==> src/rtl/pwm_cmd_sched.sv <==
// Command scheduler between the UART packet receiver and the PWM channel bank.
// Queues packets, holds shadow/active channel config, sequences start/stop.
module pwm_cmd_sched #(
    parameter int _CH_NUM    = 8,
    parameter int _PAT_WIDTH = 16,
    parameter int _QDEPTH    = 4,
    parameter int _STOP_TMO  = 1024,
    parameter int _IDLE_CYC  = 50000
) (
    input  logic                           sys_clk,
    input  logic                           sys_rst,
    input  logic                           recv_done,
    input  logic [7:0]                     dataA,
    input  logic [15:0]                    dataB,
    input  logic [15:0]                    dataC,
    input  logic [7:0]                     dataD,
    input  logic [_CH_NUM-1:0]             pwm_busy,
    input  logic [_CH_NUM-1:0]             pwm_valid,
    output logic [_CH_NUM-1:0]             pwm_en,
    output logic [8*_CH_NUM-1:0]           duty_num,
    output logic [16*_CH_NUM-1:0]          pulse_dessert,
    output logic [8*_CH_NUM-1:0]           pulse_num,
    output logic [_PAT_WIDTH*_CH_NUM-1:0]  pat,
    output logic                           cmd_ack,
    output logic                           cmd_err,
    output logic                           q_ovf,
    output logic                           sleep_req
);

    localparam int QAW = $clog2(_QDEPTH);
    localparam int TW  = $clog2(_STOP_TMO + 1);
    localparam int ICW = $clog2(_IDLE_CYC + 1);

    localparam logic [QAW-1:0] PTR_ONE = 1;
    localparam logic [QAW:0]   CNT_ONE = 1;
    localparam logic [QAW:0]   CNT_FULL = (QAW+1)'(_QDEPTH);
    localparam logic [TW-1:0]  TMO_ONE = 1;
    localparam logic [TW-1:0]  TMO_LAST = TW'(_STOP_TMO - 1);
    localparam logic [ICW-1:0] IDLE_ONE = 1;
    localparam logic [ICW-1:0] IDLE_SAT = ICW'(_IDLE_CYC);

    localparam int OP_NOP      = 0;
    localparam int OP_LOAD     = 1;
    localparam int OP_SETNUM   = 2;
    localparam int OP_START    = 3;
    localparam int OP_STOP     = 4;
    localparam int OP_STARTALL = 5;
    localparam int OP_STOPALL  = 6;

    typedef enum logic [1:0] {
        S_IDLE,
        S_EXEC,
        S_APPLY,
        S_WAIT
    } state_t;

    state_t r_state;

    // Queue entry: {op, ch, dataB, dataC, dataD}; reserved bits are not stored.
    logic [45:0]    r_qmem [_QDEPTH];
    logic [QAW-1:0] r_wp;
    logic [QAW-1:0] r_rp;
    logic [QAW:0]   r_cnt;
    logic           w_full;
    logic           w_empty;
    logic           w_push;
    logic           w_pop;
    logic [45:0]    w_head;

    logic [2:0]  r_op;
    logic [2:0]  r_ch;
    logic [15:0] r_b;
    logic [15:0] r_c;
    logic [7:0]  r_d;

    logic [7:0]            r_sh_duty [_CH_NUM];
    logic [15:0]           r_sh_dess [_CH_NUM];
    logic [7:0]            r_sh_pnum [_CH_NUM];
    logic [_PAT_WIDTH-1:0] r_sh_pat  [_CH_NUM];

    logic [8*_CH_NUM-1:0]          r_duty;
    logic [16*_CH_NUM-1:0]         r_dess;
    logic [8*_CH_NUM-1:0]          r_pnum;
    logic [_PAT_WIDTH*_CH_NUM-1:0] r_pat;

    logic [_CH_NUM-1:0] r_en;
    logic [_CH_NUM-1:0] r_set;
    logic [TW-1:0]      r_tmo;
    logic [ICW-1:0]     r_idle;
    logic               r_ack;
    logic               r_err;
    logic               r_ovf;

    logic [7:0]         w_op;
    logic [_CH_NUM-1:0] w_ch_oh;
    logic               w_ch_ok;
    logic [_CH_NUM-1:0] w_start_set;
    logic               w_start_bad;
    logic [_CH_NUM-1:0] w_en_clr;
    logic [_CH_NUM-1:0] w_en_set;
    logic [_CH_NUM-1:0] w_retire;
    logic               w_all_idle;
    logic               w_busy_ch;
    logic               w_unused;

    assign w_full  = (r_cnt == CNT_FULL);
    assign w_empty = (r_cnt == '0);
    assign w_push  = recv_done & ~w_full;
    assign w_pop   = (r_state == S_IDLE) & ~w_empty;
    assign w_head  = r_qmem[r_rp];

    assign w_op       = 8'b1 << r_op;
    assign w_ch_ok    = |w_ch_oh;
    assign w_busy_ch  = |(pwm_busy & w_ch_oh);
    assign w_all_idle = ~(|r_en) & ~(|pwm_busy);
    assign w_unused   = ^{dataA[4:3], r_c};

    always_comb begin
        w_ch_oh  = '0;
        w_retire = '0;
        for (int i = 0; i < _CH_NUM; i++) begin
            w_ch_oh[i]  = (r_ch == 3'(i));
            w_retire[i] = pwm_valid[i] & r_en[i] & (r_sh_pnum[i] != 8'd0);
        end
    end

    always_comb begin
        w_start_set = w_op[OP_STARTALL] ? r_d[_CH_NUM-1:0] : w_ch_oh;
        w_start_bad = (w_op[OP_START] & ~w_ch_ok) | (|(w_start_set & r_en));
        w_en_clr    = '0;
        w_en_set    = '0;
        if (r_state == S_EXEC && w_op[OP_STOP])
            w_en_clr = w_ch_oh;
        if (r_state == S_EXEC && w_op[OP_STOPALL])
            w_en_clr = '1;
        if (r_state == S_APPLY)
            w_en_set = r_set;
    end

    always_ff @(posedge sys_clk) begin
        if (w_push)
            r_qmem[r_wp] <= {dataA[7:5], dataA[2:0], dataB, dataC, dataD};
    end

    always_ff @(posedge sys_clk or posedge sys_rst) begin
        if (sys_rst) begin
            r_state   <= S_IDLE;
            r_wp      <= '0;
            r_rp      <= '0;
            r_cnt     <= '0;
            r_op      <= '0;
            r_ch      <= '0;
            r_b       <= '0;
            r_c       <= '0;
            r_d       <= '0;
            r_sh_duty <= '{default: '0};
            r_sh_dess <= '{default: '0};
            r_sh_pnum <= '{default: '0};
            r_sh_pat  <= '{default: '0};
            r_duty    <= '0;
            r_dess    <= '0;
            r_pnum    <= '0;
            r_pat     <= '0;
            r_en      <= '0;
            r_set     <= '0;
            r_tmo     <= '0;
            r_idle    <= '0;
            r_ack     <= 1'b0;
            r_err     <= 1'b0;
            r_ovf     <= 1'b0;
        end else begin
            r_ack <= 1'b0;
            r_err <= 1'b0;
            // Retire wins over everything so a finished burst never stays enabled.
            r_en  <= ((r_en & ~w_en_clr) | w_en_set) & ~w_retire;

            if (w_push)
                r_wp <= r_wp + PTR_ONE;
            if (w_pop)
                r_rp <= r_rp + PTR_ONE;
            if (w_push & ~w_pop)
                r_cnt <= r_cnt + CNT_ONE;
            else if (~w_push & w_pop)
                r_cnt <= r_cnt - CNT_ONE;
            if (recv_done & w_full)
                r_ovf <= 1'b1;

            if (!w_all_idle)
                r_idle <= '0;
            else if (r_idle != IDLE_SAT)
                r_idle <= r_idle + IDLE_ONE;

            case (r_state)
                S_IDLE: begin
                    if (!w_empty) begin
                        r_op    <= w_head[45:43];
                        r_ch    <= w_head[42:40];
                        r_b     <= w_head[39:24];
                        r_c     <= w_head[23:8];
                        r_d     <= w_head[7:0];
                        r_state <= S_EXEC;
                    end
                end
                S_EXEC: begin
                    r_state <= S_IDLE;
                    unique case (1'b1)
                        w_op[OP_NOP]: r_ack <= 1'b1;
                        w_op[OP_LOAD]: begin
                            r_ack <= w_ch_ok;
                            r_err <= ~w_ch_ok;
                            for (int i = 0; i < _CH_NUM; i++) begin
                                if (w_ch_oh[i]) begin
                                    r_sh_duty[i] <= r_d;
                                    r_sh_dess[i] <= r_b;
                                    r_sh_pat[i]  <= r_c[_PAT_WIDTH-1:0];
                                end
                            end
                        end
                        w_op[OP_SETNUM]: begin
                            r_ack <= w_ch_ok;
                            r_err <= ~w_ch_ok;
                            for (int i = 0; i < _CH_NUM; i++)
                                if (w_ch_oh[i])
                                    r_sh_pnum[i] <= r_d;
                        end
                        w_op[OP_START], w_op[OP_STARTALL]: begin
                            if (w_start_bad) begin
                                r_err <= 1'b1;
                            end else begin
                                for (int i = 0; i < _CH_NUM; i++) begin
                                    if (w_start_set[i]) begin
                                        r_duty[8*i +: 8]  <= r_sh_duty[i];
                                        r_dess[16*i +: 16] <= r_sh_dess[i];
                                        r_pnum[8*i +: 8]  <= r_sh_pnum[i];
                                        r_pat[_PAT_WIDTH*i +: _PAT_WIDTH] <= r_sh_pat[i];
                                    end
                                end
                                r_set   <= w_start_set;
                                r_state <= S_APPLY;
                            end
                        end
                        w_op[OP_STOP]: begin
                            if (w_ch_ok) begin
                                r_tmo   <= '0;
                                r_state <= S_WAIT;
                            end else begin
                                r_err <= 1'b1;
                            end
                        end
                        w_op[OP_STOPALL]: r_ack <= 1'b1;
                        default: r_err <= 1'b1;
                    endcase
                end
                S_APPLY: begin
                    r_ack   <= 1'b1;
                    r_state <= S_IDLE;
                end
                S_WAIT: begin
                    if (!w_busy_ch) begin
                        r_ack   <= 1'b1;
                        r_state <= S_IDLE;
                    end else if (r_tmo == TMO_LAST) begin
                        r_err   <= 1'b1;
                        r_state <= S_IDLE;
                    end else begin
                        r_tmo <= r_tmo + TMO_ONE;
                    end
                end
            endcase
        end
    end

    assign pwm_en        = r_en;
    assign duty_num      = r_duty;
    assign pulse_dessert = r_dess;
    assign pulse_num     = r_pnum;
    assign pat           = r_pat;
    assign cmd_ack       = r_ack;
    assign cmd_err       = r_err;
    assign q_ovf         = r_ovf;
    assign sleep_req     = (r_idle == IDLE_SAT);

endmodule
==> config.mk <==
export PLATFORM = sky130hd
export DESIGN_NAME = pwm_cmd_sched
export DESIGN_NICKNAME = d
export VERILOG_FILES = /design/src/rtl/pwm_cmd_sched.sv
export SDC_FILE = /design/constraint.sdc
export NUM_CORES = 2
export LEC_CHECK = 0
export ABC_CLOCK_PERIOD_IN_PS = 89500
export BUFFER_PORTS_ARGS = -buffer_cell sky130_fd_sc_hd__buf_4
export CORE_MARGIN = 3
export CORE_UTILIZATION = 60
export CTS_CLUSTER_SIZE = 40
export DETAILED_ROUTE_END_ITERATION = 8
export PLACE_DENSITY_LB_ADDON = 0.08
export RECOVER_POWER = 50
export SLEW_MARGIN = 25
export SYNTH_ARGS = -nofsm -noshare
export SYNTH_HDL_FRONTEND = slang
export SYNTH_SLANG_ARGS = --single-unit
==> constraint.sdc <==
create_clock -name sys_clk -period 89.5 [get_ports sys_clk]
set_input_delay 17.9 -clock sys_clk [delete_from_list [all_inputs] [get_ports sys_clk]]
set_output_delay 17.9 -clock sys_clk [all_outputs]
set_load 0.02 [all_outputs]
---- Word level (Yosys, flattened, before mapping) ----
Memories as Yosys holds them, arrays and structs flattened. A register that Yosys moved wholly into a read port is not among the register bits.
Cells that the tools add are included.
word-level totals
  register bits after elaboration ......... 823
  bits in latches ......................... 0
  RAM bits ................................ 184
  bits in read-only memories .............. 0
  input bits .............................. 67
  memories ................................ 1
memories
  name    depth  width  rd ports  clocked after Yosys merged registers in  write ports  line  RTL
  r_qmem  4      46     1         1                                        1            60    logic [45:0] r_qmem [_QDEPTH];
operators by class
  $add $sub $neg .......................... 6
  multiply operators ...................... 0
  div/mod/pow operators ................... 0
  magnitude comparators ................... 0
  equal/unequal tests ..................... 21
  shifts and indexed selects .............. 1
  muxes and demuxes ....................... 31
  bitwise operators ....................... 39
  reductions and logical operators ........ 51
operators by type and width
  cell                   count
  $reduce_bool 8->1      8
  $reduce_and 3->1       17
  $mux 11                4
  $reduce_or 8->1        5
  $and 8x8->8            4
  $mux 16                2
  $mux 8                 4
  $reduce_and 4->1       8
  $and 1x1->1            23
  $pmux 11 s2            1
  $add 16x1->16 const B  1
  $eq 16x16->1 const B   1
  $ne 16x16->1 const B   1
  $not 8->8              2
  $eq 3x3->1 const B     5
  $add 11x1->11 const B  1
  $eq 11x10->1 const B   1
  $mux 2                 5
  $ne 2x2->1 const B     5
  $not 1->1              8
  $or 8x8->8             1
  $pmux 2 s4             1
  $mux 1                 7
  $shl 1x3->7 const A    1
  22 further kinds       33

---- Logic depth before layout (Yosys ltp) ----
  word-level depth ........................ 8
  gate-level depth with buffers ........... 10

---- Worst setup path after synthesis ----
OpenSTA, ideal clock, no wires.
  path type ............................... flip-flop to output port
  from .................................... reg r_idle[11]
  to ...................................... out sleep_req
  arrival ................................. 2059 ps
  data required time ...................... 71600 ps
  slack ................................... 69541 ps
  stages on the path, launching flop included .. 3
  path buffers ............................ 0
  cell sequence ........................... dfrtp_1 or4b_2 nor4_1
between the ends
  word-level cells in the longest chain between the ends .. 1
ends and longest elaborated chain
  element                   line  RTL
  start: declaration        89    logic [ICW-1:0] r_idle;
  start signal: assignment  191   r_idle <= r_idle + IDLE_ONE;
  $eq 16x16->1              281   assign sleep_req = (r_idle == IDLE_SAT);
  end: declaration          27    output logic sleep_req
Every way passes these cells.

==> impl_metrics.env <==
export IMPL_cp_start_kind="primary input"
export IMPL_worstSetupPathType="primary input to asynchronous set/reset pin"
export IMPL_holdCritPathClass="flop to flop"
export IMPL_cp_num_cells=3
export IMPL_track_usage=0.287
export IMPL_arrival_ns=23.55
export IMPL_yosysSeqAreaShare=0.683
export IMPL_r2r_slack_ns=82.61
export IMPL_crit_family="buffers and inverters"
export IMPL_vias=22322
export IMPL_crit_fanout=93
export IMPL_end_kind="asynchronous set/reset pin"
export IMPL_yosys_top_cells_count="dfrtp_1, mux2_2, edfxtp_1"
export IMPL_drv_slew=992
export IMPL_synthAdderAreaFrac=0.00301
export IMPL_power_leakage_nw=23.1
export IMPL_rsz0062_at_grt="no"
export IMPL_ir_drop_mv=0.0218
export IMPL_io_pins=463
export IMPL_synthArstFlopShare=0.825
export IMPL_path_clk_slew_ns=0.06
export IMPL_cts_buffers=102
export IMPL_synth_edf_count=184
export IMPL_finalPower_mw=1.83
export IMPL_synth_cells=2326
export IMPL_post_route_util=0.729
export IMPL_power_density_nw_per_um2=38.6
export IMPL_htreeDepth=3
export IMPL_grt_pass1_wl_mm=151
export IMPL_tightest_slew_ns=4.26
export IMPL_wire_per_inst_um=26.4
export IMPL_cts_setup_buffers=0
export IMPL_cpMaxStageDelayCell="clkbuf_1"
export IMPL_hold_path_end="q_ovf"
export IMPL_cts_tree="yes"
export IMPL_drive_gt1_frac=0.484
export IMPL_maxCapViolCount=25
export IMPL_first_pass_iters=5
export IMPL_synth_top_cell_area_share=0.545
export IMPL_synth_flop_cell="dfrtp_1"
export IMPL_cts_buffer_depth=3
export IMPL_setup_viol=0
export IMPL_relSlewSlack=-1.85
export IMPL_timing_rr_start="r_op[1]"
export IMPL_violations="max-capacitance violations, max-slew violations"
export IMPL_dieArea_sq_um=69600
export IMPL_fin_nets=2893
export IMPL_hold_path_depth=1
export IMPL_yosys_area_share_simple=0.0240
export IMPL_ant_nets=0
export IMPL_area_growth_pct=19.0
export IMPL_synth_top_family_by_area="multiplexers"
export IMPL_grt_overflow_total=0
export IMPL_cts_sinks=1053
export IMPL_crit_buf_inv=3
export IMPL_dp_hpwl_mm=64.8
export IMPL_critPathMaxStageDelay_ns=3.04
export IMPL_avgSynthCellArea_sq_um=17.2
export IMPL_fin_crit_ns=23.76
export IMPL_wirelength_mm=99.3
export IMPL_drtIter0Drc=1556
export IMPL_yosysMostFrequentCell="dfrtp_1"
export IMPL_drc=0
export IMPL_cts_resized=0
export IMPL_final_setup_tns_ns=0
export IMPL_antenna_found_initial=22
export IMPL_hold_ws_ns=0.478
export IMPL_synthesis_area_sq_um=39900
export IMPL_outcome="finished, violations left"
export IMPL_synthMuxAreaShare=0.262
export IMPL_core_area_sq_um=65200
export IMPL_grt_pass1_vias=23694
export IMPL_die_h_um=264
export IMPL_rows=93
export IMPL_fin_skew_ns=0.0256
export IMPL_ys_warn_count=0
export IMPL_holdCritStartpoint="q_ovf"
export IMPL_rr_endpoint="pulse_num[0]"
export IMPL_worstRegToRegCells=6
export IMPL_synthDistinctLibCells=54
export IMPL_synth_compound_area_frac=0.0111
export IMPL_startpoint="sys_rst"
export IMPL_start_util=0.612
export IMPL_yosys_area_top_type="dfrtp_1"
export IMPL_grt_max_degree=190
export IMPL_root_buffer="clkbuf_16"
export IMPL_cts_hold_buf=0
export IMPL_place_gp_congestion=0.817
export IMPL_io_buffers=460
export IMPL_fmax_mhz=42.1
export IMPL_min_period_over_period=0.265
export IMPL_final_hold_viol_count=0
export IMPL_crit_chain="buf_1, clkinvlp_2, clkbuf_1"
export IMPL_synth_area_leaders="dfrtp_1, mux2_2, edfxtp_1"
export IMPL_synth_nets=2402
export IMPL_ys_seq_elements=1053
export IMPL_via_per_inst=5.93
export IMPL_synth_xor_area_frac=0.00373
export IMPL_die_w_um=264
export IMPL_crit_required_ns=89.29
export IMPL_worstSkewPairLatency_ns=0.65
## worst register-to-register path, delay by kind of cell, from the launching register on
family	cells	cell delay (ns)
flops	1	0.51
simple gates	2	2.96
buf+inv	1	0.29
mux	2	1.67
compound gates	1	1.31
## cells in the final DEF (no fill, tap or decap), types with 9 or more instances in the layout
| master | Yosys | final |
|---|---|---|
| dfrtp_1 | 869 | 867 |
| mux2_2 | 756 | 749 |
| buf_4 | 4 | 421 |
| edfxtp_1 | 184 | 184 |
| clkbuf_16 | 0 | 106 |
| clkbuf_1 | 67 | 98 |
| mux2_1 | 70 | 77 |
| nand2_1 | 55 | 54 |
| mux4_2 | 46 | 46 |
| clkbuf_8 | 0 | 28 |
| nor2_1 | 24 | 24 |
| nor4_1 | 21 | 21 |
| nand3_1 | 17 | 17 |
| diode_2 | 0 | 13 |
| mux2i_1 | 12 | 12 |
| a31oi_1 | 12 | 12 |
| a21oi_1 | 10 | 10 |
| inv_1 | 11 | 10 |
| xnor2_1 | 9 | 9 |
| nor3_1 | 9 | 9 |
## routing by layer
| layer | up-vias | routed length [um] | GRT usage |
|---|---|---|---|
| li1 | 9510 | - | - |
| met1 | 11945 | 40600 | 0.392 |
| met2 | 671 | 49000 | 0.467 |
| met3 | 178 | 6320 | 0.0543 |
| met4 | 18 | 3280 | 0.101 |
| met5 | - | 96 | 0 |
## worst max-delay path by stage
stage / end / slack, ns
global route: pat[69] / 64.49
CTS: sleep_req / 68.79
global placement: r_cnt[0] / 69.15
finish: pat[22] / 65.74
detailed placement: pat[44] / 69.09
floorplan: cmd_ack / 47.18
## flip-flops by register name, summed over array words and instances, names as in the netlist, 64 cells and up
register	flops
pulse_num	64
r_sh_dess	128
pat	128
r_sh_pnum	64
r_sh_pat	128
r_sh_duty	64
duty_num	64
pulse_dessert	128
r_qmem	184
## report_power, final
part	internal (mW)	switching [mW]	total, mW
clock	0.251	0.175	0.426
sequential	0.676	0.148	0.824
combinational	0.285	0.296	0.581
total	1.21	0.618	1.83
## stage by stage
step | instances | setup WS, ns | instance area, sq um
final | 3764 | 65.74 | 47500
after global routing | 3758 | 64.49 | 47500
after CTS | 3745 | 68.79 | 47800
after detailed placement | 3562 | 69.09 | 44400
after global placement | 3562 | 69.15 | 44400
after floorplan | 2326 | 47.18 | 39900
## layout make-up
cell class	count	area [sq um]
antenna	13	32.5
clock buffer	162	3140
clock inverter	21	231
fill	4178	17700
inverter	11	42.5
multi-input combinational	1147	12100
sequential	1053	27300
tap	855	1070
timing repair buffer	502	3560
## logic make-up (layout without fill, tap and decap cells)
logic type,after synthesis,count (layout)
fa+ha+maj,9,9
xor+xnor,17,17
compound gates,57,57
buf+inv,126,696
simple gates,180,180
flops,1053,1053
other cells,0,13
mux,884,884
No activity file was read; power rests on OpenSTA's default activity.
